--- config.mk ---
export PLATFORM = sky130hd
export DESIGN_NAME = rsa32_arb
export DESIGN_NICKNAME = d
export VERILOG_FILES = /design/src/rtl/rsa32_arb.sv
export SDC_FILE = /design/constraint.sdc
export NUM_CORES = 1
export LEC_CHECK = 0
export ABC_AREA = 1
export BUFFER_PORTS_ARGS = -buffer_cell sky130_fd_sc_hd__buf_2
export CAP_MARGIN = 5
export CORE_AREA = 2 2 153 155
export DETAILED_ROUTE_END_ITERATION = 12
export DIE_AREA = 0 0 155 157
export GPL_ROUTABILITY_DRIVEN = 0
export MAX_ROUTING_LAYER = met4
export PLACE_DENSITY = 0.72
export SETUP_SLACK_MARGIN = 0.05
export SLEW_MARGIN = 30
export SYNTH_ARGS = -nofsm -noshare
export SYNTH_HDL_FRONTEND = slang
export SYNTH_SLANG_ARGS = --single-unit
--- constraint.sdc ---
create_clock -name i_clk -period 2.69 [get_ports i_clk]
set_clock_uncertainty 0.15 [all_clocks]
set_input_delay 0.269 -clock i_clk [delete_from_list [all_inputs] [get_ports i_clk]]
set_output_delay 0.269 -clock i_clk [all_outputs]
set_load 0.02 [all_outputs]
--- src/rtl/rsa32_arb.sv ---
// Round-robin arbiter sharing one modular-exponentiation engine between two
// requesters; one operation in flight, launch watchdog, per-requester response.
module rsa32_arb #(
  parameter int LAUNCH_TMO = 16
) (
  input  logic        i_clk,
  input  logic        i_rst,
  input  logic        i_req0_valid,
  input  logic [31:0] i_req0_base,
  input  logic [31:0] i_req0_exp,
  input  logic [31:0] i_req0_N,
  output logic        o_req0_ready,
  input  logic        i_req1_valid,
  input  logic [31:0] i_req1_base,
  input  logic [31:0] i_req1_exp,
  input  logic [31:0] i_req1_N,
  output logic        o_req1_ready,
  output logic        o_rsp0_valid,
  output logic [31:0] o_rsp0_result,
  output logic        o_rsp0_err,
  input  logic        i_rsp0_ready,
  output logic        o_rsp1_valid,
  output logic [31:0] o_rsp1_result,
  output logic        o_rsp1_err,
  input  logic        i_rsp1_ready,
  output logic        o_eng_start,
  output logic [31:0] o_eng_base,
  output logic [31:0] o_eng_exp,
  output logic [31:0] o_eng_N,
  input  logic [31:0] i_eng_result,
  input  logic        i_eng_end
);

  localparam int CW = $clog2(LAUNCH_TMO + 1);

  typedef enum logic [2:0] {IDLE, LAUNCH, RUN, CAPTURE, RESP} state_t;

  state_t        r_state;
  state_t        w_next;
  logic          r_owner;
  logic          r_last;
  logic [CW-1:0] r_cnt;
  logic [31:0]   r_eng_base;
  logic [31:0]   r_eng_exp;
  logic [31:0]   r_eng_N;
  logic [31:0]   r_res0;
  logic [31:0]   r_res1;
  logic          r_err0;
  logic          r_err1;

  logic          w_grant_ok;
  logic          w_pick1;
  logic          w_bad_mod;
  logic          w_tmo;
  logic          w_rsp_take;
  logic          w_wr;
  logic          w_wr_sel;
  logic [31:0]   w_wr_res;
  logic          w_wr_err;

  // Ready goes only to a valid requester, so a grant is always a handshake.
  assign w_grant_ok = (r_state == IDLE) && i_eng_end && !i_rst &&
                      (i_req0_valid || i_req1_valid);
  assign w_pick1    = i_req1_valid && (!i_req0_valid || !r_last);
  assign w_bad_mod  = w_pick1 ? (i_req1_N < 32'd2) : (i_req0_N < 32'd2);
  assign w_tmo      = (r_cnt == CW'(LAUNCH_TMO - 1));
  assign w_rsp_take = r_owner ? i_rsp1_ready : i_rsp0_ready;

  always_ff @(posedge i_clk) begin
    if (i_rst) r_state <= IDLE;
    else       r_state <= w_next;
  end

  always_comb begin
    w_next = r_state;
    case (r_state)
      IDLE:    if (w_grant_ok) w_next = w_bad_mod ? RESP : LAUNCH;
      LAUNCH:  if (!i_eng_end) w_next = RUN;
               else if (w_tmo) w_next = RESP;
      RUN:     if (i_eng_end) w_next = CAPTURE;
      CAPTURE: w_next = RESP;
      RESP:    if (w_rsp_take) w_next = IDLE;
      default: w_next = IDLE;
    endcase
  end

  always_comb begin
    o_req0_ready = w_grant_ok && !w_pick1;
    o_req1_ready = w_grant_ok && w_pick1;
    o_eng_start  = (r_state == LAUNCH);
    o_rsp0_valid = (r_state == RESP) && !r_owner;
    o_rsp1_valid = (r_state == RESP) && r_owner;
  end

  // Response-register write: rejected modulus, launch timeout, or engine capture.
  always_comb begin
    w_wr     = 1'b0;
    w_wr_sel = r_owner;
    w_wr_res = '0;
    w_wr_err = 1'b1;
    case (r_state)
      IDLE: if (w_grant_ok && w_bad_mod) begin
        w_wr     = 1'b1;
        w_wr_sel = w_pick1;
      end
      LAUNCH: if (i_eng_end && w_tmo) w_wr = 1'b1;
      CAPTURE: begin
        w_wr     = 1'b1;
        w_wr_res = i_eng_result;
        w_wr_err = 1'b0;
      end
      default: ;
    endcase
  end

  always_ff @(posedge i_clk) begin
    if (i_rst) begin
      r_owner    <= 1'b0;
      r_last     <= 1'b1;
      r_cnt      <= '0;
      r_eng_base <= '0;
      r_eng_exp  <= '0;
      r_eng_N    <= '0;
      r_res0     <= '0;
      r_res1     <= '0;
      r_err0     <= 1'b0;
      r_err1     <= 1'b0;
    end else begin
      if (w_grant_ok) begin
        r_owner    <= w_pick1;
        r_last     <= w_pick1;
        r_cnt      <= '0;
        r_eng_base <= w_pick1 ? i_req1_base : i_req0_base;
        r_eng_exp  <= w_pick1 ? i_req1_exp  : i_req0_exp;
        r_eng_N    <= w_pick1 ? i_req1_N    : i_req0_N;
      end else if ((r_state == LAUNCH) && i_eng_end && !w_tmo) begin
        r_cnt <= r_cnt + CW'(1);
      end
      if (w_wr) begin
        if (w_wr_sel) begin
          r_res1 <= w_wr_res;
          r_err1 <= w_wr_err;
        end else begin
          r_res0 <= w_wr_res;
          r_err0 <= w_wr_err;
        end
      end
    end
  end

  assign o_eng_base    = r_eng_base;
  assign o_eng_exp     = r_eng_exp;
  assign o_eng_N       = r_eng_N;
  assign o_rsp0_result = r_res0;
  assign o_rsp0_err    = r_err0;
  assign o_rsp1_result = r_res1;
  assign o_rsp1_err    = r_err1;

endmodule

==> results of run 1 <==
## sequential cells by signal, indices dropped and copies added, names as in the netlist
signal	flops
r_state	3
o_rsp1_result	32
o_rsp1_err	1
o_eng_exp	32
o_eng_N	32
r_cnt	5
r_last	1
o_rsp0_err	1
o_eng_base	32
o_rsp0_result	32
r_owner	1
## cells by family (layout without fill, tap and decap cells)
family,Yosys count,in the layout,share of synthesized area
and+or+nand+nor,625,625,0.338
DFF,172,172,0.462
AOI/OAI and AO/OA,152,152,0.120
buffers and inverters,121,683,0.0766
adders and majority gates,2,2,0.00336
other,0,2,0
## metal layers
metal  global-route usage  routed length (microns)  share of wire  vias up
li1                     -                        -              -     4563
met1                0.284                    12100           0.39     4357
met2                0.412                    14400           0.46      571
met3               0.0611                     2660          0.086      119
met4                0.148                     1890          0.061        0
met5                    -                        0              0        -
## power by group through the flow
| stage | Combinational, W | Sequential, W | Clock [W] |
|---|---|---|---|
| global placement | 0.000983 | 0.00281 | 0 |
| CTS | 0.00123 | 0.00275 | 0.00266 |
| detailed placement | 0.000992 | 0.00281 | 0 |
| global route | 0.00137 | 0.00277 | 0.00277 |
| floorplan | 0.000395 | 0.00296 | 0 |
| finish | 0.00128 | 0.00276 | 0.00262 |
## repair_timing
item / 4_1_cts / 5_1_grt
hold endpoints to repair: 97 / 0
hold buffers: 191 / 0
gates resized for setup: 0 / 7
setup endpoints to repair: 0 / 80
## metrics by stage
stage               total power (W)  hold WS (ns)
floorplan                   0.00336         0.232
global placement            0.00379         0.283
detailed placement          0.00380         0.287
CTS                         0.00664        0.0128
global route                0.00691        0.0378
finish                      0.00666        0.0307
## cell usage in the layout (no fill, tap or decap), types with 5 or more instances in the layout
cell	n
buf_4	8
nand3_1	68
a21oi_1	59
dfxtp_1	172
dlygate4sd3_1	191
inv_2	5
buf_2	397
nor3_1	6
a31oi_1	64
clkbuf_16	17
nand2_2	5
nand2_1	401
a22oi_1	19
inv_1	43
buf_12	6
o21ai_0	9
nor2_1	130
## cell type report
cell class	count	area [sq um]	area share
antenna	2	5.00	0.000411
clock buffer	18	429	0.0352
clock inverter	13	181	0.0149
inverter	49	210	0.0173
multi-input combinational	779	3450	0.283
sequential	172	3440	0.283
tap	285	357	0.0293
timing repair buffer	603	4110	0.337
## cell usage after synthesis
cell type,n
nand2_1,401
dfxtp_1,172
nor2_1,132
nand3_1,68
a31oi_1,64
a21oi_1,59
inv_1,44
buf_2,30
clkbuf_1,24
a22oi_1,19
buf_4,11
o21ai_0,9
nor3_1,7
buf_6,5
inv_2,5
nand2_2,5
nand3_2,3
buf_1,2
ha_1,2
nand2_4,2
nand4_1,2
or2_2,2
nand3_4,1
nor2_2,1
nor3_2,1
o32ai_1,1
## how the worst max path moves through the flow
stage | from | to | depth (start not counted)
6_report | i_req1_N[2] | o_rsp1_result[20]$_SDFFE_PP0P_ | 15
5_1_grt | i_req1_N[2] | o_rsp1_result[30]$_SDFFE_PP0P_ | 15
3_3_place_gp | i_req1_N[2] | o_rsp1_result[14]$_SDFFE_PP0P_ | 14
4_1_cts | r_state[2]$_SDFFE_PP0P_ | o_eng_base[11]$_SDFFE_PP0P_ | 9
3_5_place_dp | i_req1_N[2] | o_rsp1_result[14]$_SDFFE_PP0P_ | 14
2_1_floorplan | r_cnt[0]$_SDFFE_PP0P_ | r_cnt[3]$_SDFFE_PP0P_ | 10
## worst register-to-register path, stage by stage (launching register included)
cell and delay, ns:
dfxtp_1 0.37, nor2_4 0.17, nand3_2 0.11, inv_2 0.15, nand2_1 0.12, bufinv_16 0.29, buf_12 0.22, nand2_1 0.09
a31oi_1 0.20, dlygate4sd3_1 0.60
==> results_dict.tcl, run 1 <==
set metrics [dict create \
    rsz0062_at_grt "yes" \
    grt_pass1_wl_microns 47600 \
    root_buffer "clkbuf_16" \
    worstHoldPathCells 5 \
    ir_drop_uv 368 \
    crit_chain "dlygate4sd3_1 -> buf_2 -> nor2_1 -> nand2_1 -> nor2_1 -> nand2_1 -> nor2_2 -> nand2_1 -> nand2_2 -> nand2_4 -> nand2_4 -> buf_16 -> nand3_1 -> nand2_1 -> nor2_1" \
    cts.sinks 172 \
    yosys.area.top_type "dfxtp_1" \
    netlist_instances 1072 \
    cts_tree "built" \
    clock_latency_ns 0.42 \
    syn_to_final_growth_pct 63.5 \
    maxSlewViolCount 0 \
    timing.rr.end "o_eng_base[10]$_SDFFE_PP0P_" \
    reg2reg_depth 9 \
    rr_startpoint "r_state[2]$_SDFFE_PP0P_" \
    place_ws_ns 0.309 \
    status "completed" \
    crit_family "simple AND/OR/NAND/NOR gates" \
    pwr-share-comb 0.193 \
    crit_top_cell "nand2_1" \
    dp_hpwl_microns 19700 \
    worstHoldStart "i_eng_result[12]" \
    die_y_microns 157 \
    required_ns 2.85 \
    start_util 0.331 \
    swShare 0.288 \
    ys.warnings.count 0 \
    clock_path_buffers 2 \
    hold_path_class "input port to flop" \
    coreArea_sq_um 22500 \
    placedInstanceArea_sq_um 9620 \
    endpoint_kind "flop" \
    synth-seq-cells 172 \
    ys_top_cells_by_area "dfxtp_1 46%, nand2_1 20%, nor2_1 6.7%" \
    crit_arrival_ns 2.70 \
    fp-row-count 55 \
    cts_made_buffers 17 \
    period_needed_ns 2.53 \
    cpPeakStageDelay_ns 0.55 \
    synth_area_per_cell_sq_um 6.95 \
    grt_max_degree 96 \
    seqPwrFrac 0.414 \
    design_area_sq_um 12200 \
    finalCritPeriodShare 0.942 \
    drive_gt1_frac 0.285 \
    whs_endpoint "o_rsp1_result[12]$_SDFFE_PP0P_" \
    setup_viol 0 \
    clkPwrFrac 0.393 \
    port_buffers 397 \
    cp-start-kind "input port" \
    p_leak_nw 5.98 \
    via_per_inst 5.00 \
    antenna_found_initial 2 \
    post_drt_wl_per_cell_microns 16.1 \
    synth-seq-area-share 0.462 \
    synth.distinct_cells 26 \
    synth_top_area_frac 0.462 \
    setup_ws_ns 0.157 \
    n_fill_cell 1951 \
    finalNonFillerCells 1921 \
    cp_num_buf_inv 3 \
    synth_nets 1305 \
    p_int_w 0.00474 \
    pin_count 398 \
    die_x_microns 155 \
    num-nets-final 1855 \
    grt_overflow 0 \
    grtUsageTotal 0.253 \
    reg2reg_slack_ns 0.16 \
    drt-total-wl_microns 31000 \
    relSlewSlack 0.437 \
    slowest_stage "dlygate4sd3_1" \
    maxCapViolations 0 \
    cts_max_level 4 \
    p_switching_w 0.00192 \
    dieArea_sq_um 24300 \
    num_vias 9610 \
    final_util 0.541 \
    drtPass1Iterations 7 \
    ant_nets 0 \
    postCtsSetupBuffers 0 \
    synth.cell_area_sq_um 7450 \
    hold_viol 0 \
    clkTransAtPathRegs_ns 0.07 \
    drc 0 \
    dp.cells 1697 \
    cp_max_fo 95 \
    grt_pass1_vias 9248 \
    pwr_density_cell_nw_per_um2 547 \
    path_class "input port to flop" \
    tightest_slew_ns 0.844 \
    tns_ns 0 \
    drt_iter0_markers 787 \
    fmax_ghz 0.395 \
]
(Power assumes the default switching activity.)
==> run 2: changes to the inputs <==
- MAX_ROUTING_LAYER: met4 -> default
- clock period: 2.69 -> 3.1 ns (I/O delays scaled with it)
==> run 2 against run 1 <==
Compared with the run above: utilization decreased by 3.4 points; clock-buffer cell count unchanged; first-iteration DRC count decreased by 21%; cell count decreased by 3.5%.
==> results_dict.tcl, run 2 (synthesis gave the netlist of run 1 again) <==
set metrics [dict create \
    dp_hpwl_microns 19800 \
    coreArea_sq_um 22500 \
    grt_max_degree 102 \
    endpoint_kind "flop" \
    layout_commonest_cell "nand2_1" \
    path_class "flop to flop" \
    syn_to_final_growth_pct 53.3 \
    die_y_microns 157 \
    rsz0062_at_grt "no" \
    hold_viol 0 \
    dieArea_sq_um 24300 \
    crit_arrival_ns 3.03 \
    period_needed_ns 2.82 \
    hold_path_class "input port to flop" \
    pin_count 398 \
    sequential_cell_area_sq_um 3440 \
    drc 0 \
    antenna_found_initial 2 \
    grtUsageTotal 0.232 \
    p_leak_nw 5.58 \
    maxCapViolations 0 \
    tns_ns 0 \
    grt_pass1_wl_microns 44600 \
    maxSlewViolCount 0 \
    pwr-share-comb 0.184 \
    drt_iter0_markers 623 \
    clkTransAtPathRegs_ns 0.08 \
    grt_overflow 0 \
    die_x_microns 155 \
    drive_gt1_frac 0.297 \
    clkPwrFrac 0.385 \
    layout_common_cells "401 x nand2_1, 397 x buf_2, 172 x dfxtp_1" \
    drt-total-wl_microns 29700 \
    p_int_w 0.00385 \
    setup_viol 0 \
    fmax_ghz 0.355 \
    tightest_slew_ns 0.862 \
    ant_nets 0 \
    required_ns 3.31 \
    clock_path_buffers 2 \
    start_util 0.331 \
    post_drt_wl_per_cell_microns 16.0 \
    cts_max_level 4 \
    port_buffers 397 \
    grt_pass1_vias 8564 \
    drtPass1Iterations 6 \
    num-nets-final 1788 \
    multiInputGateArea_sq_um 3440 \
    pwr_density_cell_nw_per_um2 486 \
    setup_ws_ns 0.285 \
    p_switching_w 0.00169 \
    cp_max_fo 33 \
    swShare 0.305 \
    cts_made_buffers 17 \
    relSlewSlack 0.425 \
    rr_startpoint "r_state[2]$_SDFFE_PP0P_" \
    num_vias 9171 \
    finalCritPeriodShare 0.908 \
    cp-start-kind "flop" \
    clock_latency_ns 0.42 \
    worstHoldStart "i_req1_base[18]" \
    cts_tree "built" \
    ir_drop_uv 435 \
    fp-row-count 55 \
    n_fill_cell 2126 \
    place_ws_ns 0.446 \
    via_per_inst 4.95 \
    critPathLaunch "r_state[2]$_SDFFE_PP0P_" \
    root_buffer "clkbuf_16" \
    final_util 0.507 \
    cts.sinks 172 \
    status "completed" \
    seqPwrFrac 0.431 \
]
-- run 2: cell count changes in the layout (fill, tap and decap cells not counted), sizes merged --
cell | previous run | this run
inv | 53 | 57
buf | 412 | 410
diode | 2 | 1
bufinv | 4 | 0
dlygate4sd3 | 191 | 126
clkinv | 4 | 5
-- run 2: layer usage --
layer  up-vias  global-route usage  wire [microns]
li1       4426                   -               -
met2       547               0.390           13900
met3       107              0.0639            2580
met4         2               0.129            1630
met1      4089               0.268           11600
met5         -                   0              13
-- run 2: repair_timing --
| action | 4_1_cts | 5_1_grt |
|---|---|---|
| hold buffers | 124 | 2 |
| hold endpoints to repair | 72 | 2 |
| buffers inserted | 0 | 0 |
| resized for setup | 0 | 0 |
-- run 2: final timing paths --
path,endpoint,cells after the start,slack [ns]
setup / recovery,o_eng_base[12]$_SDFFE_PP0P_,9,0.28
hold / removal,o_eng_base[18]$_SDFFE_PP0P_,3,0.02
setup reg to reg,o_eng_base[12]$_SDFFE_PP0P_,9,0.28
hold reg to reg,o_eng_N[15]$_SDFFE_PP0P_,2,0.30
-- run 2: critical path: stages (launching register included) --
cell           delay, ns
dfxtp_1             0.34
nor2_1              0.27
nand3_2             0.13
inv_2               0.17
nand2_1             0.12
clkinv_2            0.43
buf_12              0.26
nand2_1             0.08
a31oi_1             0.19
dlygate4sd3_1       0.59
-- run 2: final cells by class --
cell class              count  share of cell area
diodes                      1            0.000219
clock buffers              18              0.0385
clock inverters            14              0.0124
inverters                  49              0.0162
multi-input cells         779               0.302
flip-flops and latches    172               0.302
well taps                 285              0.0312
repair buffers            536               0.298
-- run 2: through the flow --
step	hold slack, ns	power (W)	std cells	area, sq um
finish	0.0196	0.00555	1854	11400
global route	0.00545	0.00577	1854	11400
CTS	0.000204	0.00557	1851	11400
detailed placement	0.286	0.00329	1695	9580
global placement	0.282	0.00329	1695	9580
floorplan	0.273	0.00291	1072	7450
-- run 2: power groups by stage --
stage / combinational, W / sequential (W) / clock [W]
3_5_place_dp: 0.000858 / 0.00244 / 0
6_report: 0.00102 / 0.00239 / 0.00213
3_3_place_gp: 0.000853 / 0.00243 / 0
4_1_cts: 0.000996 / 0.00239 / 0.00219
2_1_floorplan: 0.000343 / 0.00257 / 0
5_1_grt: 0.00110 / 0.00240 / 0.00227
